[src/rtl/switch_pkg.sv]
// Shared switch types and default sizing for the MAC learning table.
package switch_pkg;

   localparam int unsigned DEF_NUM_PORTS = 4;
   localparam int unsigned DEF_DEPTH     = 16;
   localparam int unsigned DEF_ADDR_W    = 48;
   localparam int unsigned DEF_HIT_W     = 8;
   localparam int unsigned DEF_AGE_W     = 8;
   localparam int unsigned DEF_AGE_LIMIT = 200;
   localparam int unsigned DEF_PORT_W    = $clog2(DEF_NUM_PORTS);

   typedef logic [DEF_ADDR_W-1:0] mac_addr_t;
   typedef logic [DEF_PORT_W-1:0] port_t;

   typedef struct packed {
      logic                 valid;
      mac_addr_t            addr;
      port_t                port;
      logic [DEF_HIT_W-1:0] hit;
      logic [DEF_AGE_W-1:0] age;
   } mac_entry_t;

endpackage

[src/rtl/min_hit_select.sv]
// Picks the least-hit valid entry (lowest index on ties) and the lowest free slot.
module min_hit_select
   import switch_pkg::*;
#(
   parameter  int unsigned DEPTH = DEF_DEPTH,
   parameter  int unsigned HIT_W = DEF_HIT_W,
   localparam int unsigned IDX_W = $clog2(DEPTH)
) (
   input  logic [DEPTH-1:0][HIT_W-1:0] hit,
   input  logic [DEPTH-1:0]            valid,
   output logic [IDX_W-1:0]            victim_idx,
   output logic [IDX_W-1:0]            free_idx,
   output logic                        free_found
);

   logic [HIT_W-1:0] best;
   logic             best_found;

   always_comb begin
      victim_idx = '0;
      free_idx   = '0;
      free_found = 1'b0;
      best       = '1;
      best_found = 1'b0;
      for (int unsigned i = 0; i < DEPTH; i++) begin
         if (!valid[i]) begin
            if (!free_found) begin
               free_idx   = IDX_W'(i);
               free_found = 1'b1;
            end
         end else if (!best_found || hit[i] < best) begin
            best       = hit[i];
            victim_idx = IDX_W'(i);
            best_found = 1'b1;
         end
      end
   end

endmodule

[src/rtl/mac_learn_table.sv]
// Fully associative MAC learn/lookup table with aging, per-port flush and LFU eviction.
module mac_learn_table
   import switch_pkg::*;
#(
   parameter  int unsigned NUM_PORTS = DEF_NUM_PORTS,
   parameter  int unsigned DEPTH     = DEF_DEPTH,
   parameter  int unsigned ADDR_W    = DEF_ADDR_W,
   parameter  int unsigned HIT_W     = DEF_HIT_W,
   parameter  int unsigned AGE_W     = DEF_AGE_W,
   parameter  int unsigned AGE_LIMIT = DEF_AGE_LIMIT,
   localparam int unsigned PORT_W    = $clog2(NUM_PORTS),
   localparam int unsigned IDX_W     = $clog2(DEPTH)
) (
   input  logic              clk,
   input  logic              rst,
   input  logic              learn_req_i,
   input  logic [ADDR_W-1:0] learn_address_i,
   input  logic [PORT_W-1:0] learn_port_i,
   input  logic              read_req_i,
   input  logic [ADDR_W-1:0] read_address_i,
   output logic [PORT_W-1:0] read_port_o,
   output logic              read_port_valid_o,
   output logic              read_done_o,
   input  logic              age_tick_i,
   input  logic              flush_req_i,
   input  logic [PORT_W-1:0] flush_port_i,
   output logic              evict_valid_o,
   output logic [ADDR_W-1:0] evict_address_o,
   output logic [IDX_W:0]    entry_count_o
);

   typedef struct packed {
      logic              valid;
      logic [ADDR_W-1:0] addr;
      logic [PORT_W-1:0] port;
      logic [HIT_W-1:0]  hit;
      logic [AGE_W-1:0]  age;
   } entry_t;

   entry_t tbl_q [DEPTH];
   entry_t tbl_d [DEPTH];

   logic [DEPTH-1:0][HIT_W-1:0] hit_vec;
   logic [DEPTH-1:0]            valid_vec;
   logic [DEPTH-1:0]            rd_match, lr_match, fl_match, expire, lr_wr;
   logic [IDX_W-1:0]            victim_idx, free_idx, alloc_idx;
   logic                        free_found, lr_any, evict_d;
   logic [PORT_W-1:0]           rd_port_d;
   logic [IDX_W:0]              cnt_d;

   always_comb begin
      rd_port_d = '0;
      for (int unsigned i = 0; i < DEPTH; i++) begin
         hit_vec[i]   = tbl_q[i].hit;
         valid_vec[i] = tbl_q[i].valid;
         rd_match[i]  = read_req_i && tbl_q[i].valid && (tbl_q[i].addr == read_address_i);
         lr_match[i]  = tbl_q[i].valid && (tbl_q[i].addr == learn_address_i);
         fl_match[i]  = flush_req_i && tbl_q[i].valid && (tbl_q[i].port == flush_port_i);
         expire[i]    = age_tick_i && tbl_q[i].valid && !rd_match[i] &&
                        (tbl_q[i].age == AGE_W'(AGE_LIMIT - 1));
         if (rd_match[i]) rd_port_d = rd_port_d | tbl_q[i].port;
      end
   end

   min_hit_select #(.DEPTH(DEPTH), .HIT_W(HIT_W)) u_min_hit_select (
      .hit        (hit_vec),
      .valid      (valid_vec),
      .victim_idx (victim_idx),
      .free_idx   (free_idx),
      .free_found (free_found)
   );

   assign lr_any    = |lr_match;
   assign alloc_idx = free_found ? free_idx : victim_idx;
   // No report when the victim was already being flushed or aged out on this edge.
   assign evict_d   = learn_req_i && !lr_any && !free_found &&
                      !fl_match[victim_idx] && !expire[victim_idx];

   always_comb begin
      for (int unsigned i = 0; i < DEPTH; i++) begin
         lr_wr[i] = learn_req_i && (lr_any ? lr_match[i] : (IDX_W'(i) == alloc_idx));
         tbl_d[i] = tbl_q[i];
         if (lr_wr[i]) begin
            tbl_d[i].valid = 1'b1;
            tbl_d[i].port  = learn_port_i;
            tbl_d[i].age   = '0;
            if (!lr_any) begin
               tbl_d[i].addr = learn_address_i;
               tbl_d[i].hit  = '0;
            end else if (rd_match[i] && tbl_q[i].hit != '1) begin
               tbl_d[i].hit = tbl_q[i].hit + 1'b1;
            end
         end else if (rd_match[i]) begin
            if (tbl_q[i].hit != '1) tbl_d[i].hit = tbl_q[i].hit + 1'b1;
            tbl_d[i].age   = '0;
            tbl_d[i].valid = !fl_match[i];
         end else if (fl_match[i]) begin
            tbl_d[i].valid = 1'b0;
         end else if (age_tick_i && tbl_q[i].valid) begin
            tbl_d[i].age   = tbl_q[i].age + 1'b1;
            tbl_d[i].valid = !expire[i];
         end
      end
   end

   always_comb begin
      cnt_d = '0;
      for (int unsigned i = 0; i < DEPTH; i++)
         cnt_d = cnt_d + (IDX_W+1)'(tbl_d[i].valid);
   end

   always_ff @(posedge clk or posedge rst) begin
      if (rst) begin
         for (int unsigned i = 0; i < DEPTH; i++) tbl_q[i] <= '0;
         read_port_o       <= '0;
         read_port_valid_o <= 1'b0;
         read_done_o       <= 1'b0;
         evict_valid_o     <= 1'b0;
         evict_address_o   <= '0;
         entry_count_o     <= '0;
      end else begin
         for (int unsigned i = 0; i < DEPTH; i++) tbl_q[i] <= tbl_d[i];
         read_port_o       <= rd_port_d;
         read_port_valid_o <= |rd_match;
         read_done_o       <= read_req_i;
         evict_valid_o     <= evict_d;
         if (evict_d) evict_address_o <= tbl_q[victim_idx].addr;
         entry_count_o     <= cnt_d;
      end
   end

endmodule

[config.mk]
export PLATFORM = sky130hd
export DESIGN_NAME = mac_learn_table
export DESIGN_NICKNAME = d
export VERILOG_FILES = /design/src/rtl/switch_pkg.sv /design/src/rtl/min_hit_select.sv /design/src/rtl/mac_learn_table.sv
export SDC_FILE = /design/constraint.sdc
export NUM_CORES = 2
export LEC_CHECK = 0
export BUFFER_PORTS_ARGS = -buffer_cell sky130_fd_sc_hd__buf_4
export CAP_MARGIN = 40
export CORE_MARGIN = 2
export CORE_UTILIZATION = 35
export DETAILED_ROUTE_END_ITERATION = 8
export PLACE_DENSITY = 0.55
export SYNTH_ARGS = -nofsm -noshare
export SYNTH_HDL_FRONTEND = slang
export SYNTH_SLANG_ARGS = --single-unit
[constraint.sdc]
create_clock -name clk -period 49.5 [get_ports clk]
set_input_delay 9.9 -clock clk [delete_from_list [all_inputs] [get_ports clk]]
set_output_delay 9.9 -clock clk [all_outputs]
set_load 0.005 [all_outputs]
== Word level (Yosys, flattened, before mapping) ==
Index checks and enable logic that the tools add are counted.

* Flip-flop bits (word level): 1130
* Input bits: 106
* Output and inout bits: 58

* $lt $le $gt $ge: 17
* $add $sub $neg: 47
* Eq/ne operators: 127
* Bitwise logic cells: 17
* Muxes and demuxes: 366
* Reductions and logical operators: 345

{| class="wikitable"
|+ Operator list
! operator !! count
|-
| 48-bit equality test || 32
|-
| 8-bit 2-to-1 mux || 141
|-
| 67-bit binary-select mux with 4-bit select || 1
|-
| 8-bit by 1-bit adder with 8-bit output, second input constant || 32
|-
| 16-bit 2-to-1 mux || 16
|-
| 4-bit 2-to-1 mux || 59
|-
| 1-bit logical AND || 164
|-
| 66-bit 2-to-1 mux || 2
|-
| 1-bit 2-to-1 mux || 129
|-
| 8-bit equality test, second input constant || 16
|-
| 8-bit inequality test, second input constant || 16
|-
| 8-bit < comparator || 15
|-
| 3-bit by 2-bit inequality test with 1-bit output, second input constant || 32
|-
| 1-bit zero test || 67
|-
| 2-bit AND reduction || 32
|-
| 2-bit nonzero test || 32
|-
| 5-bit by 1-bit adder with 5-bit output || 11
|-
| 3-bit AND reduction || 16
|-
| 3-bit nonzero test || 16
|-
| 2-bit equality test || 16
|-
| 4-bit equality test, first input constant || 8
|-
| 2-bit 2-to-1 mux || 16
|-
| 16-bit OR reduction || 2
|-
| 2-bit bitwise OR || 15
|-
| other kinds (14) || 33
|}

== Longest topological paths before layout ==
* Word-level depth: 81
* Depth in mapped cells: 205
* Mapped depth without buffers: 185

== By module ==
From an unflattened synthesis, not the netlist that was laid out.

* Cells, all modules: 7462
* Area total of the unflattened synthesis: 78565.4 µm²

{| class="wikitable"
|+ Modules (own cells, without submodules)
! module !! instances !! cells each !! area each (µm²)
|-
| mac_learn_table || 1 || 6632 || 72836.1
|-
| min_hit_select || 1 || 830 || 5729.2
|}

== Worst setup path before layout ==
OpenSTA, ideal clock, no wires.

* Path type: register to register
* From: reg tbl_q[1071] (netlist name)
* To: reg entry_count_o[4]
* Library setup time: 119 ps
* Arrival: 35014 ps
* Period minus slack after synthesis: 35133 ps
* Path buffers: 19
* Slack: 14367 ps
* Cell stages (with the launch flop): 196
* Cells stage by stage: dfrtp_1 buf_2 clkbuf_1 clkbuf_1 nor2b_1 ha_1 a211oi_1 o2111ai_2 o21ba_2 nand2b_1 o22ai_1 ha_1 and4_1 a21oi_1 o221ai_1 inv_1 o311ai_1 inv_1 [160 not listed] clkbuf_1 o21bai_1 or4_1 buf_2 nand2_1 a21o_1 inv_1 fa_1 inv_1 fa_1 fa_1 inv_1 fa_1 inv_1 ha_1 fa_1 a21oi_1 nor2b_1

{| class="wikitable"
|+ RTL lines
! item !! RTL line !! source
|-
| to (signal assigned) || mac_learn_table.sv:128 || <nowiki>entry_count_o <= cnt_d;</nowiki>
|-
| to (decl) || mac_learn_table.sv:29 || <nowiki>output logic [IDX_W:0] entry_count_o</nowiki>
|}

== Worst setup path after layout ==
* From: reg tbl_q[1071] (netlist name)
* To: reg entry_count_o[4]

* Longest elaborated chain between the ends: 81
* Elaborated cells between the ends (all ways): 274
* Classes of those cells: add/sub: 15; order compare: 15; eq/ne: 15; mux: 170; reduce/logical: 59

{| class="wikitable"
|+ RTL lines
! item !! RTL line !! source
|-
| 8-bit 2-to-1 mux or 1-bit 2-to-1 mux (tied branches) || min_hit_select.sv:26, min_hit_select.sv:27 ||
|-
| 8-bit < comparator or 1-bit zero test (tied branches) || min_hit_select.sv:31 || <nowiki>end else if (!best_found || hit[i] < best) begin</nowiki>
|-
| 1-bit logical OR || min_hit_select.sv:31 ||
|-
| 8-bit 2-to-1 mux or 1-bit 2-to-1 mux (tied branches) || min_hit_select.sv:31 ||
|-
| 8-bit 2-to-1 mux or 1-bit 2-to-1 mux (tied branches) || min_hit_select.sv:26 || <nowiki>if (!valid[i]) begin</nowiki>
|-
| 8-bit < comparator or 1-bit zero test (tied branches) || min_hit_select.sv:31 ||
|-
| 1-bit logical OR || min_hit_select.sv:31 ||
|-
| 8-bit 2-to-1 mux or 1-bit 2-to-1 mux (tied branches) || min_hit_select.sv:31 ||
|-
| [57 not listed] || - ||
|-
| 1-bit 2-to-1 mux || mac_learn_table.sv:83 || <nowiki>if (lr_wr[i]) begin</nowiki>
|-
| 1-bit by 1-bit adder with 2-bit output || mac_learn_table.sv:109 || <nowiki>cnt_d = cnt_d + (IDX_W+1)'(tbl_d[i].valid);</nowiki>
|-
| 2-bit by 1-bit adder with 3-bit output || mac_learn_table.sv:109 ||
|-
| 3-bit by 1-bit adder with 4-bit output || mac_learn_table.sv:109 ||
|-
| 4-bit by 1-bit adder with 5-bit output || mac_learn_table.sv:109 ||
|-
| 5-bit by 1-bit adder with 5-bit output (10 in series) || mac_learn_table.sv:109 ||
|-
| 5-bit by 1-bit adder with 5-bit output * || mac_learn_table.sv:109 ||
|-
| named net cnt_d[4] || mac_learn_table.sv:49 || <nowiki>logic [IDX_W:0] cnt_d;</nowiki>
|}

Mark *: on every way through the listed nets, which the timed path passes. The rest lies on a longest branch.
A chain may end at the register's enable or synchronous reset.

==> impl_metrics.json <==
{
  "status": "complete, no violations",
  "hp-start": "evict_address_o[21]$_DFFE_PP0P_",
  "grt_first_pass_wirelength_microns": 607000,
  "seq_area_frac_synth_pct": 36.9,
  "slew_violations": 0,
  "synth_enable_flop_cells": 0,
  "grt_use_met3_pct": 15.7,
  "cts_tree": "built",
  "finalWirelength_microns": 455000,
  "cts_setup_buffers": 0,
  "fmax_mhz": 24.7,
  "pwr-share-comb_pct": 64.9,
  "post-route-period-util_pct": 81.8,
  "port_buffers": 163,
  "hold_buffers": 0,
  "grt_max_degree": 174,
  "critical-path-slowest-cell": "o31a_1",
  "hold_violations": 0,
  "synth_seq_cells": 1130,
  "syn_area_per_cell_sq_um": 8.90,
  "first_pass_iters": 9,
  "via_per_inst": 6.36,
  "core_area_sq_um": 217000,
  "num_vias": 73330,
  "setup_ws_ns": 9.01,
  "p_seq_share_pct": 19.8,
  "period_needed_ns": 40.49,
  "postRouteAntennaNets": 0,
  "clock-root-buffer": "clkbuf_16",
  "p_sw_share_pct": 58.5,
  "synth_nets": 8829,
  "rr_startpoint": "tbl_q[1071]$_DFF_PP0_",
  "grt-busiest-layer": "met2",
  "finalSetupViolations": 0,
  "grt_use_total_pct": 39.8,
  "critPathKind": "reg -> reg",
  "cp-startpoint": "tbl_q[1071]$_DFF_PP0_",
  "final_nets": 8757,
  "synth_top_area_share_pct": 36.9,
  "dieArea_sq_um": 222000,
  "hp-class": "reg -> reg",
  "cts_resized": 0,
  "p_sw_mw": 4.41,
  "async_reset_ff_share_pct": 100,
  "peakVddDrop_uv": 122,
  "rows": 171,
  "use_met1_pct": 49.7,
  "htree_levels": 4,
  "cts_buffer_depth": 3,
  "p_leak_nw": 39.2,
  "synthCells": 8597,
  "relSlewSlack_pct": 15.4,
  "drt_iter0_markers": 11479,
  "pwr-share-clk_pct": 15.3,
  "ys_types": 99,
  "nFillCells": 21817,
  "clock_skew_ns": 0.0448,
  "dpl.hpwl_microns": 322000,
  "drc_errors": 0,
  "yosys.area.top_type": "dfrtp_1",
  "synth_area_leaders": "dfrtp_1 37%, xor2_1 11%, xnor2_1 7.9%",
  "cts_buffers": 142,
  "synth_warnings": 0,
  "syn2layout_area_growth_pct": 12.9,
  "startpoint_type": "flop",
  "critical-path-max-stage-delay_ns": 0.64,
  "power.density_nw_per_um2": 87.3,
  "pre_cts_ws_ns": 9.28,
  "path_max_fanout": 79,
  "clk_pin_slew_ns": 0.06,
  "end_kind": "flop",
  "required_ns": 50.22,
  "grt_antenna_before_repair": 43,
  "grt_pass1_vias": 68251,
  "ys.flop_type": "dfrtp_1",
  "met2_usage_pct": 54.4,
  "drive_gt1_share_pct": 12.6,
  "die_y_microns": 472,
  "worstSkewPairLatency_ns": 0.86,
  "crit_top_cell": "a21o_1",
  "fin_tns_setup_ns": 0,
  "rsz0062_at_grt": "false",
  "r2r_setup_slack_ns": 9.01,
  "syn_area_sq_um": 76600,
  "cellInternalPower_mw": 3.14,
  "cp.arrival_ns": 41.21,
  "start_util_pct": 35.2,
  "gr-total-overflow": 0,
  "ios": 164,
  "avgRoutedWirePerCell_microns": 39.5,
  "max-cap-violations": 0,
  "fp.dieW_microns": 472,
  "clock-sinks": 1130,
  "worstMarginPinSlew_ns": 1.27,
  "place.gp.congestion": 1.10
}
power groups by stage:
stage                     Clock (mW)  Combinational, mW  Sequential [mW]
after floorplan                    0               2.52             1.30
after global placement             0               4.49             1.47
after detailed placement           0               4.55             1.47
after CTS                       1.16               4.57             1.46
after global routing            1.20               4.91             1.48
final                           1.16               4.90             1.49
cell type report:
cell class,instances,area [sq um],share of cell area [%]
Antenna cell,31,77.6,0.0897
Clock buffer,189,4090,4.74
Clock inverter,70,937,1.08
Inverter,264,998,1.15
Multi-Input combinational cell,6566,44900,52.0
Sequential cell,1130,28300,32.7
Tap cell,2854,3570,4.13
Timing Repair Buffer,421,3580,4.15
through the flow:
step	hold WS, ns	utilization [%]	std cells	total power, mW	area (sq um)
2_1_floorplan	0.490	-	8597	3.82	76600
3_3_place_gp	0.495	37.1	11180	5.96	80600
3_5_place_dp	0.501	37.4	11222	6.03	81200
4_1_cts	0.515	39.7	11481	7.19	86300
5_1_grt	0.532	39.7	11495	7.59	86400
6_report	0.512	39.8	11525	7.55	86500
cell usage in the layout, fill, tap and decap left out, types with 16 or more instances in the layout:
| cell | n |
|---|---|
| and2_1 | 36 |
| mux2_1 | 89 |
| o21ai_1 | 61 |
| xnor2_1 | 690 |
| o21ai_0 | 528 |
| nor2_1 | 348 |
| buf_16 | 17 |
| nor4_1 | 246 |
| and4_1 | 30 |
| inv_1 | 261 |
| xor2_1 | 955 |
| nand2b_1 | 25 |
| ha_1 | 116 |
| clkbuf_8 | 30 |
| clkbuf_16 | 145 |
| nand3_1 | 210 |
| nor2b_1 | 29 |
| buf_4 | 375 |
| mux2i_1 | 282 |
| bufinv_16 | 18 |
| nand4_1 | 255 |
| and3_1 | 44 |
| dfrtp_1 | 1130 |
| o221ai_1 | 57 |
| a21o_1 | 40 |
| o211ai_1 | 55 |
| a31oi_1 | 30 |
| a32oi_1 | 49 |
| mux2_2 | 335 |
| o22ai_1 | 64 |
| diode_2 | 31 |
| clkinv_2 | 25 |
| nor3_1 | 127 |
| a221oi_1 | 40 |
| nand2_1 | 1429 |
| a21oi_1 | 99 |
| nand4b_1 | 16 |
registers in the layout, summed over array words and instances (netlist names):
signal             flops
read_port_o            2
evict_valid_o          1
tbl_q                944
entry_count_o          5
evict_address_o       48
hit_vec              128
read_port_valid_o      1
read_done_o            1
routing by layer:
layer	routed length, microns	share of wire [%]	vias up
li1	-	-	29406
met1	172000	38	36521
met2	180000	39	5736
met3	59300	13	1645
met4	43200	9.5	22
met5	147	0.032	-
synth_stat cells, drive strengths merged, types with 101 or more instances:
library cell,count
nor2,360
inv,264
nand4,255
dfrtp,1130
nand2,1431
nand3,216
xor2,955
mux2i,282
a21oi,101
xnor2,690
ha,116
o21ai,589
buf,178
nor4,259
nor3,130
clkbuf,459
mux2,424
path summary, 6_finish.rpt:
path,endpoint,cells past startpoint
worst max-delay path,entry_count_o[4]$_DFF_PP0_,180
worst min-delay path,evict_address_o[21]$_DFFE_PP0P_,1
worst max register to register,entry_count_o[4]$_DFF_PP0_,180
worst min register to register,evict_address_o[21]$_DFFE_PP0P_,1
max in group asynchronous,evict_address_o[5]$_DFFE_PP0P_,7
min in group asynchronous,hit_vec[93]$_DFFE_PP0P_,2
critical path: cells and delay by family, from the launching register on:
kind | cells | cell delay [ns]
buffers and inverters | 21 | 2.74
AND/OR/NAND/NOR | 41 | 7.52
adder cells (fa/ha/maj) | 21 | 7.03
flip-flops | 1 | 0.39
AO/OA/AOI/OAI | 92 | 20.61
multiplexers | 5 | 2.03
cell families after synthesis:
kind of cell / after synthesis / share of synthesized area, %
simple gates: 2900 / 17.6
xor+xnor: 1645 / 18.8
compound gates: 1183 / 9.80
flops: 1130 / 36.9
buf+inv: 901 / 4.67
mux: 706 / 9.92
fa+ha+maj: 132 / 2.24
Note: power is estimated with default switching activity, not from simulation.
